**src/rtl/quire_accum_gen_pkg.sv**
```systemverilog
// rtl/quire_accum_gen_pkg.sv - posit/quire geometry helpers and shared types
package quire_accum_gen_pkg;

    typedef struct packed {
        logic nar;
        logic ovf;
    } quire_flags_t;

    function automatic int nqmin(input int n, input int es);
        return (2 ** (es + 2)) * (n - 2) + 1;
    endfunction

    function automatic int frac_w(input int n, input int es, input int prod);
        return (prod != 0) ? 2 * (n - es - 3) : (n - es - 3);
    endfunction

    // Signed scale width: one magnitude bit count plus a sign bit
    function automatic int scale_w(input int n, input int es, input int prod);
        int max_scale;
        max_scale = (n - 2) * (2 ** es) * ((prod != 0) ? 2 : 1);
        return $clog2(max_scale + 1) + 1;
    endfunction

endpackage

```
**src/rtl/quire_accum_gen_if.sv**
```systemverilog
// rtl/quire_accum_gen_if.sv - element input and quire output stream bundle
interface quire_accum_gen_if #(
    parameter int POSIT_WIDTH   = 8,
    parameter int ES            = 0,
    parameter int LOG_NB_ACCUM  = 10,
    parameter int IS_PROD_ACCUM = 0
);
    import quire_accum_gen_pkg::*;

    localparam int FRAC_W  = frac_w(POSIT_WIDTH, ES, IS_PROD_ACCUM);
    localparam int SCALE_W = scale_w(POSIT_WIDTH, ES, IS_PROD_ACCUM);
    localparam int NQ      = nqmin(POSIT_WIDTH, ES) + LOG_NB_ACCUM;

    logic                      rts_i;
    logic                      rtr_o;
    logic                      sow_i;
    logic                      eow_i;
    logic [FRAC_W-1:0]         fraction;
    logic signed [SCALE_W-1:0] scale;
    logic                      sign_i;
    logic                      zero_i;
    logic                      NaR_i;
    logic                      rtr_i;
    logic                      rts_o;
    logic                      sow_o;
    logic                      eow_o;
    logic [NQ-1:0]             data_o;
    logic                      NaR_o;
    logic                      ovf_o;
    logic                      sign_o;
    logic                      zero_o;

    modport slave (
        input  rts_i, sow_i, eow_i, fraction, scale, sign_i, zero_i, NaR_i, rtr_i,
        output rtr_o, rts_o, sow_o, eow_o, data_o, NaR_o, ovf_o, sign_o, zero_o
    );

    modport master (
        output rts_i, sow_i, eow_i, fraction, scale, sign_i, zero_i, NaR_i, rtr_i,
        input  rtr_o, rts_o, sow_o, eow_o, data_o, NaR_o, ovf_o, sign_o, zero_o
    );

endinterface

```
**src/rtl/quire_accum_gen_align.sv**
```systemverilog
// rtl/quire_accum_gen_align.sv - signed-scale barrel shifter placing a significand in the quire
module quire_align #(
    parameter int FRAC_W  = 5,
    parameter int SCALE_W = 4,
    parameter int NQ      = 35,
    parameter int BPP     = 12
) (
    input  logic [FRAC_W-1:0]         fraction,
    input  logic signed [SCALE_W-1:0] scale,
    input  logic                      zero,
    output logic [NQ-1:0]             mag
);
    localparam int OFF = BPP - FRAC_W;

    logic [NQ-1:0] mant;
    int            sh;

    // Significand LSB lands at bit OFF+scale; bits shifted below bit 0 are dropped
    always_comb begin
        mant             = '0;
        mant[FRAC_W:0]   = zero ? '0 : {1'b1, fraction};
        sh               = OFF + int'(scale);
        if (sh >= 0) begin
            mag = mant << sh;
        end else begin
            mag = mant >> (-sh);
        end
    end

endmodule

```
**src/rtl/quire_accum_gen.sv**
```systemverilog
// rtl/quire_accum_gen.sv - windowed exact quire accumulator with sticky NaR and saturation
module quire_accum_gen
    import quire_accum_gen_pkg::*;
#(
    parameter int POSIT_WIDTH   = 8,
    parameter int ES            = 0,
    parameter int LOG_NB_ACCUM  = 10,
    parameter int IS_PROD_ACCUM = 0,
    parameter int EMIT_ALL      = 0
) (
    input logic          clk,
    input logic          rst,
    quire_accum_gen_if.slave bus
);
    localparam int NQMIN   = nqmin(POSIT_WIDTH, ES);
    localparam int NQ      = NQMIN + LOG_NB_ACCUM;
    localparam int BPP     = (NQMIN - 1) / 2;
    localparam int FRAC_W  = frac_w(POSIT_WIDTH, ES, IS_PROD_ACCUM);
    localparam int SCALE_W = scale_w(POSIT_WIDTH, ES, IS_PROD_ACCUM);
    localparam int EW      = FRAC_W + SCALE_W + 5;
    localparam logic [NQ-1:0] Q_MAX = {1'b0, {(NQ-1){1'b1}}};
    localparam logic [NQ-1:0] Q_MIN = {1'b1, {(NQ-1){1'b0}}};
    localparam logic EMIT_EVERY = (EMIT_ALL != 0);

    logic process_en, receive_en;
    logic rtr_q, rtr_d;
    logic skid_vld_q, skid_vld_d;
    logic [EW-1:0] skid_q, skid_d, in_elem, src_elem;
    logic src_vld, src_sow, src_eow, src_sign, src_zero, src_nar;
    logic [FRAC_W-1:0] src_frac;
    logic signed [SCALE_W-1:0] src_scale;
    logic [NQ-1:0] aligned;

    logic s1_vld_q, s1_vld_d, s1_sow_q, s1_sow_d, s1_eow_q, s1_eow_d;
    logic s1_sign_q, s1_sign_d, s1_nar_q, s1_nar_d;
    logic [NQ-1:0] s1_mag_q, s1_mag_d;
    logic s2_vld_q, s2_vld_d, s2_sow_q, s2_sow_d, s2_eow_q, s2_eow_d, s2_nar_q, s2_nar_d;
    logic [NQ:0] s2_op_q, s2_op_d;
    logic rts_q, rts_d, sow_o_q, sow_o_d, eow_o_q, eow_o_d;
    logic [NQ-1:0] q_q, q_d, base;
    logic [NQ:0] sum;
    quire_flags_t flags_q, flags_d, flags_in;

    assign process_en = bus.rtr_i | ~rts_q;
    assign receive_en = bus.rts_i & rtr_q;
    assign in_elem    = {bus.sow_i, bus.eow_i, bus.sign_i, bus.zero_i, bus.NaR_i, bus.fraction, bus.scale};
    assign src_elem   = skid_vld_q ? skid_q : in_elem;
    assign src_vld    = skid_vld_q | receive_en;
    assign {src_sow, src_eow, src_sign, src_zero, src_nar, src_frac, src_scale} = src_elem;

    quire_align #(.FRAC_W(FRAC_W), .SCALE_W(SCALE_W), .NQ(NQ), .BPP(BPP)) u_align (
        .fraction (src_frac),
        .scale    (src_scale),
        .zero     (src_zero),
        .mag      (aligned)
    );

    // Upstream ready and one-entry skid that absorbs the element accepted while stalling
    always_comb begin
        rtr_d      = process_en;
        skid_vld_d = skid_vld_q;
        skid_d     = skid_q;
        if (receive_en && !process_en) begin
            skid_vld_d = 1'b1;
            skid_d     = in_elem;
        end else if (process_en) begin
            skid_vld_d = 1'b0;
        end
    end

    // S1 aligns the significand, S2 applies the sign as a two's-complement operand
    always_comb begin
        s1_vld_d = s1_vld_q; s1_sow_d = s1_sow_q; s1_eow_d = s1_eow_q;
        s1_sign_d = s1_sign_q; s1_nar_d = s1_nar_q; s1_mag_d = s1_mag_q;
        s2_vld_d = s2_vld_q; s2_sow_d = s2_sow_q; s2_eow_d = s2_eow_q;
        s2_nar_d = s2_nar_q; s2_op_d = s2_op_q;
        if (process_en) begin
            s1_vld_d = src_vld; s1_sow_d = src_sow; s1_eow_d = src_eow;
            s1_sign_d = src_sign; s1_nar_d = src_nar; s1_mag_d = aligned;
            s2_vld_d = s1_vld_q; s2_sow_d = s1_sow_q; s2_eow_d = s1_eow_q;
            s2_nar_d = s1_nar_q;
            s2_op_d  = s1_sign_q ? (~{1'b0, s1_mag_q} + 1'b1) : {1'b0, s1_mag_q};
        end
    end

    // S3 accumulates; sow restarts from zero, NaR or saturation freeze the quire until sow
    always_comb begin
        base     = s2_sow_q ? '0 : q_q;
        flags_in = s2_sow_q ? '0 : flags_q;
        sum      = {base[NQ-1], base} + s2_op_q;
        q_d = q_q; flags_d = flags_q;
        rts_d = rts_q; sow_o_d = sow_o_q; eow_o_d = eow_o_q;
        if (process_en) begin
            rts_d = s2_vld_q & (EMIT_EVERY | s2_eow_q);
            if (s2_vld_q) begin
                sow_o_d = s2_sow_q;
                eow_o_d = s2_eow_q;
                q_d     = base;
                flags_d = flags_in;
                if (s2_nar_q) begin
                    flags_d.nar = 1'b1;
                end else if (!flags_in.nar && !flags_in.ovf) begin
                    if (sum[NQ] != sum[NQ-1]) begin
                        q_d         = sum[NQ] ? Q_MIN : Q_MAX;
                        flags_d.ovf = 1'b1;
                    end else begin
                        q_d = sum[NQ-1:0];
                    end
                end
            end
        end
    end

    // State registers
    always_ff @(posedge clk) begin
        if (rst) begin
            rtr_q <= 1'b0; skid_vld_q <= 1'b0; skid_q <= '0;
            s1_vld_q <= 1'b0; s1_sow_q <= 1'b0; s1_eow_q <= 1'b0;
            s1_sign_q <= 1'b0; s1_nar_q <= 1'b0; s1_mag_q <= '0;
            s2_vld_q <= 1'b0; s2_sow_q <= 1'b0; s2_eow_q <= 1'b0;
            s2_nar_q <= 1'b0; s2_op_q <= '0;
            rts_q <= 1'b0; sow_o_q <= 1'b0; eow_o_q <= 1'b0;
            q_q <= '0; flags_q <= '0;
        end else begin
            rtr_q <= rtr_d; skid_vld_q <= skid_vld_d; skid_q <= skid_d;
            s1_vld_q <= s1_vld_d; s1_sow_q <= s1_sow_d; s1_eow_q <= s1_eow_d;
            s1_sign_q <= s1_sign_d; s1_nar_q <= s1_nar_d; s1_mag_q <= s1_mag_d;
            s2_vld_q <= s2_vld_d; s2_sow_q <= s2_sow_d; s2_eow_q <= s2_eow_d;
            s2_nar_q <= s2_nar_d; s2_op_q <= s2_op_d;
            rts_q <= rts_d; sow_o_q <= sow_o_d; eow_o_q <= eow_o_d;
            q_q <= q_d; flags_q <= flags_d;
        end
    end

    assign bus.rtr_o  = rtr_q;
    assign bus.rts_o  = rts_q;
    assign bus.sow_o  = sow_o_q;
    assign bus.eow_o  = eow_o_q;
    assign bus.data_o = q_q;
    assign bus.NaR_o  = flags_q.nar;
    assign bus.ovf_o  = flags_q.ovf;
    assign bus.sign_o = q_q[NQ-1];
    assign bus.zero_o = (q_q == '0);

endmodule

```
**src/flat_wrapper.sv**
```systemverilog
// flat-port wrapper written by rule: the top's interface ports become plain ports
module quire_accum_gen_flat import quire_accum_gen_pkg::*;
#(
    parameter int POSIT_WIDTH   = 8,
    parameter int ES            = 0,
    parameter int LOG_NB_ACCUM  = 10,
    parameter int IS_PROD_ACCUM = 0,
    parameter int EMIT_ALL      = 0
)
  (clk, rst, bus_rts_i, bus_sow_i, bus_eow_i, bus_fraction, bus_scale, bus_sign_i, bus_zero_i, bus_NaR_i, bus_rtr_i, bus_rtr_o, bus_rts_o, bus_sow_o, bus_eow_o, bus_data_o, bus_NaR_o, bus_ovf_o, bus_sign_o, bus_zero_o);
  quire_accum_gen_if #(.POSIT_WIDTH(POSIT_WIDTH), .ES(ES), .LOG_NB_ACCUM(LOG_NB_ACCUM), .IS_PROD_ACCUM(IS_PROD_ACCUM)) bus_i ();
  input logic clk;
  input logic rst;
  input wire logic [$bits(bus_i.rts_i)-1:0] bus_rts_i;
  input wire logic [$bits(bus_i.sow_i)-1:0] bus_sow_i;
  input wire logic [$bits(bus_i.eow_i)-1:0] bus_eow_i;
  input wire logic [$bits(bus_i.fraction)-1:0] bus_fraction;
  input wire logic [$bits(bus_i.scale)-1:0] bus_scale;
  input wire logic [$bits(bus_i.sign_i)-1:0] bus_sign_i;
  input wire logic [$bits(bus_i.zero_i)-1:0] bus_zero_i;
  input wire logic [$bits(bus_i.NaR_i)-1:0] bus_NaR_i;
  input wire logic [$bits(bus_i.rtr_i)-1:0] bus_rtr_i;
  output wire logic [$bits(bus_i.rtr_o)-1:0] bus_rtr_o;
  output wire logic [$bits(bus_i.rts_o)-1:0] bus_rts_o;
  output wire logic [$bits(bus_i.sow_o)-1:0] bus_sow_o;
  output wire logic [$bits(bus_i.eow_o)-1:0] bus_eow_o;
  output wire logic [$bits(bus_i.data_o)-1:0] bus_data_o;
  output wire logic [$bits(bus_i.NaR_o)-1:0] bus_NaR_o;
  output wire logic [$bits(bus_i.ovf_o)-1:0] bus_ovf_o;
  output wire logic [$bits(bus_i.sign_o)-1:0] bus_sign_o;
  output wire logic [$bits(bus_i.zero_o)-1:0] bus_zero_o;
  assign bus_i.rts_i = bus_rts_i;
  assign bus_i.sow_i = bus_sow_i;
  assign bus_i.eow_i = bus_eow_i;
  assign bus_i.fraction = bus_fraction;
  assign bus_i.scale = bus_scale;
  assign bus_i.sign_i = bus_sign_i;
  assign bus_i.zero_i = bus_zero_i;
  assign bus_i.NaR_i = bus_NaR_i;
  assign bus_i.rtr_i = bus_rtr_i;
  assign bus_rtr_o = bus_i.rtr_o;
  assign bus_rts_o = bus_i.rts_o;
  assign bus_sow_o = bus_i.sow_o;
  assign bus_eow_o = bus_i.eow_o;
  assign bus_data_o = bus_i.data_o;
  assign bus_NaR_o = bus_i.NaR_o;
  assign bus_ovf_o = bus_i.ovf_o;
  assign bus_sign_o = bus_i.sign_o;
  assign bus_zero_o = bus_i.zero_o;
  quire_accum_gen #(.POSIT_WIDTH(POSIT_WIDTH), .ES(ES), .LOG_NB_ACCUM(LOG_NB_ACCUM), .IS_PROD_ACCUM(IS_PROD_ACCUM), .EMIT_ALL(EMIT_ALL)) u_core (.clk(clk), .rst(rst), .bus(bus_i));
endmodule
```
**config.mk**
```make
export PLATFORM = sky130hd
export DESIGN_NAME = quire_accum_gen_flat
export DESIGN_NICKNAME = d
export VERILOG_FILES = /design/src/rtl/quire_accum_gen_pkg.sv /design/src/rtl/quire_accum_gen_if.sv /design/src/rtl/quire_accum_gen_align.sv /design/src/rtl/quire_accum_gen.sv /design/src/flat_wrapper.sv
export SDC_FILE = /design/constraint.sdc
export NUM_CORES = 1
export LEC_CHECK = 0
export BUFFER_PORTS_ARGS = -buffer_cell sky130_fd_sc_hd__buf_2
export CORE_MARGIN = 2
export CORE_UTILIZATION = 60
export CTS_CLUSTER_SIZE = 24
export DETAILED_ROUTE_END_ITERATION = 8
export GPL_ROUTABILITY_DRIVEN = 0
export GPL_TIMING_DRIVEN = 0
export PLACE_DENSITY_LB_ADDON = 0.12
export SKIP_CTS_REPAIR_TIMING = 1
export SLEW_MARGIN = 5
export SYNTH_ARGS = -nofsm -noshare
export SYNTH_HDL_FRONTEND = slang
export SYNTH_SLANG_ARGS = --single-unit
```
**constraint.sdc**
```tcl
create_clock -name clk -period 6.2 [get_ports clk]
set_input_delay 0.93 -clock clk [delete_from_list [all_inputs] [get_ports clk]]
set_output_delay 0.93 -clock clk [all_outputs]
set_load 0.02 [all_outputs]
```
==> qor.yml, run 1 <==
status: "completed"
synth_edf_count: 0
synth.distinct_cells: 71
finalWorstSetupSlack_ns: 0.768
antenna_found_initial: 0
ys.flop_type: "dfxtp_1"
track_usage_pct: 34.3
synth_top_cell_by_area: "dfxtp_1"
grt-ovfl-total: 0
first_pass_iters: 5
post-route-util_pct: 70.1
drive_gt1_share_pct: 10.1
cts_tree: "done"
nets: 1254
port_buffers: 60
syn_to_final_growth_pct: 13.1
clk_path_buf_depth: 2
dpl.hpwl_mm: 19.4
nFillCells: 1176
rows: 43
end_kind: "flop"
cts_root_buf: "clkbuf_16"
setup_violations: 0
clock-sinks: 136
critPathRequiredTime_ns: 6.56
htree_levels: 4
hold_viol: 0
clk_pin_slew_ns: 0.07
via_per_inst: 6.21
core_um2: 14000
syn_avg_cell_area_um2: 7.80
cp_max_fo: 13
grt_pass1_wl_mm: 40.3
yosys-top-cells-count: "136 x dfxtp_1, 136 x nand2_1, 113 x a21oi_1"
hp-class: "reg2reg"
synthCells: 1110
syn_nets: 1175
fin_crit_ns: 5.43
tns_ns: 0
post-route-period-util_pct: 87.6
cp-start-kind: "flop"
synth-seq-area-share_pct: 31.4
antenna_cells: 0
drc: 0
cap_violations: 0
dieArea_um2: 15400
yosys_warnings: 0
crit_type: "reg2reg"
peakVddDrop_mv: 0.197
rsz0062_at_grt: "false"
ant_nets: 0
drv_slew: 0
die_h_um: 124
clock_latency_ns: 0.44
regArea_um2: 2720
synth_area_um2: 8660
wirelength_mm: 25.9
start_util_pct: 61.9
multi_input_area_um2: 5580
netlist.area_leader.share_pct: 31.4
num_vias: 8585
ios: 61
dp_slack_ns: 0.806
wl_per_cell_um: 18.7
ys_seq_elements: 136
cellPowerDensity_nw_per_um2: 236
relSlewSlack_pct: 43.2
power.leakage_uw: 0.00412
synth_area_leaders: "dfxtp_1 31%, ha_1 6.6%, a21oi_1 6.5%"
die_w_um: 124
fin_worst_skew_ns: 0.0100
fmax_ghz: 0.184
ys_async_sr_fraction_pct: 0
grt_pass1_vias: 7873
initialDrtViolationCount: 738
cts_buffers: 17
grt_max_degree: 17
crit_arrival_ns: 5.79
worstMarginPinSlew_ns: 0.851
## worst paths after layout
| kind | startpoint | to | slack [ns] | cells after the start |
|---|---|---|---|---|
| worst max-delay path | u_core.skid_vld_q | u_core.s1_mag_q[4] | 0.77 | 18 |
| worst min-delay path | u_core.skid_q[11] | u_core.skid_q[11] | 0.46 | 2 |
| worst max register to register | u_core.skid_vld_q | u_core.s1_mag_q[4] | 0.77 | 18 |
| worst min register to register | u_core.skid_q[11] | u_core.skid_q[11] | 0.46 | 2 |
## registers in the layout, indices dropped and copies added (netlist names)
signal and flops:
u_core.s1_nar_q 1, u_core.skid_q 14, u_core.bus.rtr_o 1, u_core.s2_eow_q 1, u_core.bus.eow_o 1, u_core.s1_mag_q 35
u_core.s1_eow_q 1, u_core.bus.data_o 35, u_core.skid_vld_q 1, u_core.s2_nar_q 1, u_core.s1_vld_q 1, u_core.bus.rts_o 1
u_core.s1_sign_q 1, u_core.s2_vld_q 1, u_core.s2_sow_q 1, u_core.s2_op_q 36, u_core.s1_sow_q 1, u_core.bus.sow_o 1
u_core.bus.ovf_o 1, u_core.bus.NaR_o 1
## placed cells by master, fill, tap and decap left out, types with 12 or more instances in the layout
| master | instances |
|---|---|
| a211oi_1 | 54 |
| a21o_1 | 17 |
| a21oi_1 | 113 |
| and3_1 | 22 |
| buf_2 | 66 |
| clkbuf_1 | 65 |
| clkbuf_16 | 17 |
| dfxtp_1 | 136 |
| ha_1 | 46 |
| inv_1 | 18 |
| mux2i_1 | 21 |
| nand2_1 | 136 |
| nand3_1 | 18 |
| nor2_1 | 89 |
| nor2b_1 | 42 |
| nor3_1 | 21 |
| nor4_1 | 12 |
| o21ai_0 | 57 |
| xnor2_1 | 30 |
| xor2_1 | 38 |
## power by group
part / total [uW] / switching [uW] / internal (uW)
sequential: 928 / 27.1 / 900
clock: 1060 / 430 / 627
combinational: 329 / 206 / 122
total: 2310 / 663 / 1650
## layout make-up
| class | instances | area share, % |
|---|---|---|
| plain buffers | 74 | 2.96 |
| clock buffers | 19 | 4.62 |
| clock inverters | 13 | 1.63 |
| inverters | 18 | 0.689 |
| well taps | 180 | 2.30 |
| repair buffers | 60 | 3.06 |
| multi-input cells | 882 | 57.0 |
| flip-flops and latches | 136 | 27.8 |
## kinds of logic after synthesis
family / Yosys count / share of synthesized area [%]
muxes: 22 / 2.56
buffers and inverters: 92 / 4.13
adders and majority gates: 47 / 6.88
xor gates and xnor gates: 68 / 6.88
and+or+nand+nor: 397 / 22.1
AOI/OAI and AO/OA: 348 / 26.0
DFF: 136 / 31.4
## stage by stage
stage	total power (uW)	std cells	cell area (um2)	hold slack, ns
global route	2390	1382	9800	0.474
detailed placement	1260	1350	9190	0.448
floorplan	1180	1110	8660	0.433
finish	2310	1382	9800	0.457
CTS	2310	1382	9800	0.457
global placement	1260	1350	9190	0.441
## per-layer routing
layer,vias up,share of wire [%],global-route usage [%]
li1,4180,-,-
met1,3941,43,43.3
met2,380,45,54.4
met3,84,7.7,8.52
met4,0,4.4,17.0
met5,-,0,0
## worst max-delay path, cell delays in order, from the launching register on
cell	delay [ns]
dfxtp_1	0.31
clkbuf_1	0.32
clkbuf_1	0.57
mux2i_1	0.44
clkbuf_1	0.44
ha_1	0.31
xor2_1	0.59
nand3_1	0.28
or2_2	0.36
ha_1	0.28
nand4b_1	0.08
nor4_1	0.26
nand3_1	0.12
a211o_1	0.32
nor2_1	0.21
nand3_1	0.12
o211ai_1	0.14
o21ai_0	0.11
nor2_1	0.10
(Power assumes the default switching activity.)
==> run 2: changes to the inputs <==
--- a/config.mk
+++ b/config.mk
@@ -13,6 +13,7 @@
 export GPL_ROUTABILITY_DRIVEN = 0
 export GPL_TIMING_DRIVEN = 0
 export PLACE_DENSITY_LB_ADDON = 0.12
+export SETUP_SLACK_MARGIN = 0.4
 export SKIP_CTS_REPAIR_TIMING = 1
 export SLEW_MARGIN = 5
 export SYNTH_ARGS = -nofsm -noshare
==> constraint.sdc (replaced) <==
create_clock -name clk -period 6.1 [get_ports clk]
set_input_delay 0.915 -clock clk [delete_from_list [all_inputs] [get_ports clk]]
set_output_delay 0.915 -clock clk [all_outputs]
set_load 0.02 [all_outputs]
==> run 2 against run 1 <==
Net effect:
- final cell count did not move
- clock power barely moved
- via count rose by 0.12%
- die area did not move
- critical path type unchanged
- largest cell class unchanged
- sequential share of layout area barely moved
- sequential power rose by 2%
- sequential cell count did not move
- total power rose by 1.6%
- non-clock buffer count did not move
- hold slack barely moved
==> qor.yml, run 2 (synthesis results as in run 1) <==
placed_cell_area_um2: 9190  # unchanged
cp_top_family: "buffers and inverters"
cp_max_fo: 10  # -3
start_util_pct: 61.9  # unchanged
core_um2: 14000  # unchanged
die_w_um: 124  # unchanged
clock-sinks: 136  # unchanged
crit_arrival_ns: 5.65  # -0.14 ns
crit_type: "reg2reg"
wl_per_cell_um: 18.7  # about the same
peakVddDrop_mv: 0.200  # +1.6%
first_pass_iters: 5  # unchanged
regArea_um2: 2720  # unchanged
htree_levels: 4  # unchanged
critical_path.cell_chain: "clkbuf_1, clkbuf_1, nor2b_1, ha_1, a21o_1, a211oi_1, nor4b_1, o21ai_1, a31oi_2, mux2i_1, and2_1, buf_2, clkbuf_1, o21ai_0, a21oi_1"
clk_path_buf_depth: 2  # unchanged
p_total_uw: 2350  # +1.6%
cap_violations: 0  # unchanged
drc: 0  # unchanged
dpl.hpwl_mm: 19.4  # unchanged
crit_path_top_delay_cell: "clkbuf_1"
hold_end: "u_core.skid_q[11]"
wirelength_mm: 25.9  # about the same
fin_worst_skew_ns: 0.0101  # +0.0000467 ns
cellPowerDensity_nw_per_um2: 240  # +1.6%
cpPeakStageDelay_ns: 0.57  # -0.02 ns
tns_ns: 0  # unchanged
initialDrtViolationCount: 737  # -0.14%
cts_tree: "done"
drv_slew: 0  # unchanged
antenna_cells: 0  # unchanged
top_register: "u_core.s2_op_q"
antenna_found_initial: 0  # unchanged
worstHoldStart: "u_core.skid_q[11]"
r2r_setup_slack_ns: 0.80  # +0.03 ns
cp_num_buf_inv: 4  # +1
grt_pass1_vias: 7873  # unchanged
setup_violations: 0  # unchanged
drive_gt1_share_pct: 10.1  # +0.083 points
ios: 61  # unchanged
critPathRequiredTime_ns: 6.45  # -0.11 ns
rr_startpoint: "u_core.s2_sow_q"
cp_common_cell: "clkbuf_1"
ant_nets: 0  # unchanged
status: "completed"
post-route-period-util_pct: 86.9  # -0.75 points
r2r_cells: 15  # -3
power.leakage_uw: 0.00412  # about the same
cts_root_buf: "clkbuf_16"
cp-start-kind: "flop"
multi_input_area_um2: 5580  # unchanged
rows: 43  # unchanged
num_vias: 8595  # +0.12%
final_cell_area_um2: 9800  # about the same
grt_pass1_wl_mm: 40.3  # unchanged
worstHoldPathCells: 2  # unchanged
grt-ovfl-total: 0  # unchanged
hold_viol: 0  # unchanged
end_kind: "flop"
rr_endpoint: "u_core.bus.data_o[7]"
worstMarginPinSlew_ns: 0.852  # +0.000521 ns
clk_pin_slew_ns: 0.06  # about the same
port_buffers: 60  # unchanged
fin_crit_ns: 5.30  # -0.133 ns
nets: 1254  # unchanged
grt_max_degree: 17  # unchanged
clock_latency_ns: 0.44  # about the same
relSlewSlack_pct: 43.2  # about the same
most-common-layout-cells: "136 x nand2_1, 136 x dfxtp_1, 113 x a21oi_1, 89 x nor2_1, 66 x buf_2"
nFillCells: 1177  # +0.085%
die_h_um: 124  # unchanged
hp-class: "reg2reg"
syn_to_final_growth_pct: 13.2  # about the same
dieArea_um2: 15400  # unchanged
track_usage_pct: 34.3  # unchanged
via_per_inst: 6.22  # +0.12%
rsz0062_at_grt: "false"
cts_buffers: 17  # unchanged
largest_reg_flops: 36  # unchanged
fmax_ghz: 0.189  # +2.5%
run 2: cell types whose count changed in the layout (fill, tap and decap cells not counted):
cell / before / now
clkbuf_1: 65 / 64
clkbuf_2: 1 / 2
run 2: worst reg2reg max path: cells and delay by family (launching register included):
| family | cells | cell delay (ns) |
|---|---|---|
| fa+ha+maj | 1 | 0.32 |
| buf+inv | 4 | 1.79 |
| flops | 1 | 0.54 |
| mux | 1 | 0.42 |
| compound gates | 6 | 1.64 |
| simple gates | 3 | 0.52 |
run 2: final cells by class:
class / instances / share of cell area (%)
Buffer: 74 / 2.97
Clock buffer: 19 / 4.62
Clock inverter: 13 / 1.63
Inverter: 18 / 0.689
Multi-Input combinational cell: 882 / 56.9
Sequential cell: 136 / 27.8
Tap cell: 180 / 2.30
Timing Repair Buffer: 60 / 3.06
run 2: worst max path at each step:
stage | slack, ns | depth (start not counted) | from | end
after global routing | 0.55 | 18 | u_core.skid_vld_q | u_core.s1_mag_q[4]
after floorplan | 1.61 | 18 | u_core.skid_vld_q | u_core.s1_mag_q[4]
after global placement | 0.80 | 18 | u_core.skid_vld_q | u_core.s1_mag_q[4]
after CTS | 0.67 | 18 | u_core.skid_vld_q | u_core.s1_mag_q[4]
final | 0.80 | 15 | u_core.s2_sow_q | u_core.bus.data_o[7]
after detailed placement | 0.71 | 18 | u_core.skid_vld_q | u_core.s1_mag_q[4]
run 2: power by group:
part / internal [uW] / total (uW) / leakage, uW / switching [uW]
logic: 124 / 334 / 0.00272 / 210
registers: 915 / 943 / 0.00110 / 27.5
clock network: 637 / 1070 / 0.000304 / 436
total: 1680 / 2350 / 0.00412 / 674
run 2: metal layers:
| metal | vias up | wire (um) | share of wire (%) | global-route usage (%) |
|---|---|---|---|---|
| li1 | 4181 | - | - | - |
| met1 | 3943 | 11000 | 43 | 43.3 |
| met2 | 383 | 11700 | 45 | 54.4 |
| met3 | 88 | 2040 | 7.9 | 8.52 |
| met4 | 0 | 1170 | 4.5 | 17.0 |
| met5 | - | 0 | 0 | 0 |
run 2: per-stage QoR:
stage	hold WS [ns]	utilization [%]	setup slack, ns	cells
after global placement	0.441	65.7	0.796	1350
after floorplan	0.433	-	1.61	1110
final	0.457	70.1	0.801	1382
after global routing	0.474	70.1	0.554	1382
after detailed placement	0.448	65.7	0.706	1350
after CTS	0.457	70.1	0.674	1382
==> run 3: changes to the inputs <==
--- a/config.mk
+++ b/config.mk
@@ -5,7 +5,7 @@
 export SDC_FILE = /design/constraint.sdc
 export NUM_CORES = 1
 export LEC_CHECK = 0
-export BUFFER_PORTS_ARGS = -buffer_cell sky130_fd_sc_hd__buf_2
+export BUFFER_PORTS_ARGS = -buffer_cell sky130_fd_sc_hd__clkbuf_2
 export CORE_MARGIN = 2
 export CORE_UTILIZATION = 60
 export CTS_CLUSTER_SIZE = 24
==> run 3 against run 2 <==
Net effect:
- hold slack better by 0.0016 ns
- clock skew decreased by 0.00063 ns
- maximum frequency grew 0.35%
- first-iteration DRC count increased by 14%
- clock-buffer cell count is 2 lower
- utilization shrank 0.081 points
- register-to-register slack improved by 0.02 ns
- routed wire length rose by 1.8%
- non-clock buffer count did not move
- cell area is 0.11% lower
- clock power about the same
- critical endpoint is now u_core.bus.data_o[13]
==> qor.yml, run 3 (synthesis results as in run 1) <==
status: "completed"
die_h_um: 124  # unchanged
worstMarginPinSlew_ns: 0.928  # +0.0763 ns
cp_max_fo: 10  # unchanged
wl_per_cell_um: 19.1  # +1.8%
cts_root_buf: "clkbuf_16"
rows: 43  # unchanged
start_util_pct: 61.9  # unchanged
grt_pass1_vias: 8094  # +2.8%
p_total_uw: 2340  # -0.24%
syn_to_final_growth_pct: 13.0
clock-sinks: 136  # unchanged
peakVddDrop_mv: 0.201  # +0.57%
ios: 61  # unchanged
crit_arrival_ns: 5.64  # about the same
p_int_uw: 1630  # -3.0%
htree_levels: 4  # unchanged
end_kind: "flop"
cts_tree: "done"
clk_pin_slew_ns: 0.07  # about the same
cts_buffers: 17  # unchanged
clockPowerShare_pct: 45.5  # -0.2 points
cap_violations: 0  # unchanged
fin_worst_skew_ns: 0.00947  # -0.000630 ns
cp-start-kind: "flop"
core_um2: 14000  # unchanged
first_pass_iters: 5  # unchanged
critPathRequiredTime_ns: 6.46  # about the same
fmax_ghz: 0.189  # +0.35%
num_vias: 8580  # -0.17%
die_w_um: 124  # unchanged
clock_latency_ns: 0.45  # about the same
clk_path_buf_depth: 2  # unchanged
hold_viol: 0  # unchanged
crit_path_top_delay_cell: "dfxtp_1"
ant_nets: 0  # unchanged
wirelength_mm: 26.4  # +1.8%
power.switching_uw: 719  # +6.7%
largest_reg_flops: 36  # unchanged
fin_crit_ns: 5.28  # -0.0186 ns
cp_common_cell: "clkbuf_1"
hp-class: "reg2reg"
port_buffers: 60  # unchanged
power.leakage_uw: 0.00408  # -1.1%
crit_type: "reg2reg"
antenna_cells: 0  # unchanged
grt-ovfl-total: 0  # unchanged
tns_ns: 0  # unchanged
track_usage_pct: 34.9  # +0.68 points
finalWorstSetupSlack_ns: 0.819  # +0.0186 ns
post-route-period-util_pct: 86.6  # -0.31 points
dieArea_um2: 15400  # unchanged
via_per_inst: 6.21  # -0.17%
seqPwrFrac_pct: 40.2  # about the same
drc: 0  # unchanged
swShare_pct: 30.7  # +2.0 points
nets: 1254  # unchanged
dp_slack_ns: 0.733  # +0.0265 ns
drive_gt1_share_pct: 10.1  # unchanged
rsz0062_at_grt: "false"
cpPeakStageDelay_ns: 0.56  # about the same
relSlewSlack_pct: 38.1  # -5.1 points
setup_violations: 0  # unchanged
dpl.hpwl_mm: 19.4  # about the same
top_register: "u_core.s2_op_q"
initialDrtViolationCount: 842  # +14%
antenna_found_initial: 0  # unchanged
pwr-share-comb_pct: 14.3  # about the same
critical_path.cell_chain: "clkbuf_1, clkbuf_1, nor2b_1, ha_1, clkbuf_1, nand2_1, o211a_1, nor3_1, o21ai_1, a31oi_2, mux2i_1, and2_1, buf_2, clkbuf_1, o21ai_0, a21oi_1"
grt_max_degree: 17  # unchanged
most-common-layout-cells: "136 x nand2_1, 136 x dfxtp_1, 113 x a21oi_1, 89 x nor2_1, 64 x clkbuf_1"
cellPowerDensity_nw_per_um2: 239  # -0.12%
grt_pass1_wl_mm: 41.2  # +2.3%
drv_slew: 0  # unchanged
==> run 3: changes by cell type in the layout (fill, tap and decap cells not counted), sizes merged <==
cell | before | now
clkbuf | 85 | 143
inv | 24 | 29
clkinv | 5 | 2
buf | 68 | 8
bufinv | 2 | 1
clkinvlp | 0 | 1
==> run 3: power by group through the flow <==
stage	registers (uW)	clock network [uW]	logic (uW)
floorplan	954	0	241
global placement	960	0	322
detailed placement	961	0	326
CTS	941	1060	330
global route	944	1100	367
finish	943	1070	336
==> run 3: worst max-delay path, delay by kind of cell (launching register included) <==
family                   cells  cell delay [ns]
AO/OA/AOI/OAI                5             1.16
flip-flops                   1             0.56
multiplexers                 1             0.48
buffers and inverters        5             1.97
AND/OR/NAND/NOR              4             0.73
adder cells (fa/ha/maj)      1             0.29
==> run 3: per-layer routing <==
| layer | global-route usage [%] | wire length, um | up-vias |
|---|---|---|---|
| met5 | 0 | 0 | - |
| met4 | 15.0 | 981 | 0 |
| met3 | 7.19 | 2060 | 85 |
| met2 | 57.5 | 12200 | 392 |
| met1 | 44.3 | 11200 | 3922 |
| li1 | - | - | 4181 |
==> run 3: metrics by stage <==
stage	instance area (um2)	instances	hold slack (ns)	utilization (%)
global placement	9190	1350	0.441	65.7
global route	9790	1382	0.468	70.0
finish	9790	1382	0.458	70.0
CTS	9790	1382	0.456	70.0
detailed placement	9190	1350	0.446	65.7
floorplan	8660	1110	0.433	-
==> run 3: worst paths after layout <==
path                startpoint                    end  slack, ns  cells after the start
max            u_core.s2_sow_q  u_core.bus.data_o[13]       0.82                     16
min          u_core.skid_q[11]      u_core.skid_q[11]       0.46                      2
max reg2reg    u_core.s2_sow_q  u_core.bus.data_o[13]       0.82                     16
min reg2reg  u_core.skid_q[11]      u_core.skid_q[11]       0.46                      2
==> run 3: layout make-up <==
cell class                      count  area (um2)
Sequential cell                   136        2720
Tap cell                          180         225
Inverter                           18        67.6
Clock buffer                       17         425
Timing Repair Buffer               60         300
Multi-Input combinational cell    882        5580
Clock inverter                     15         176
Fill cell                        1187        4200
Buffer                             74         292
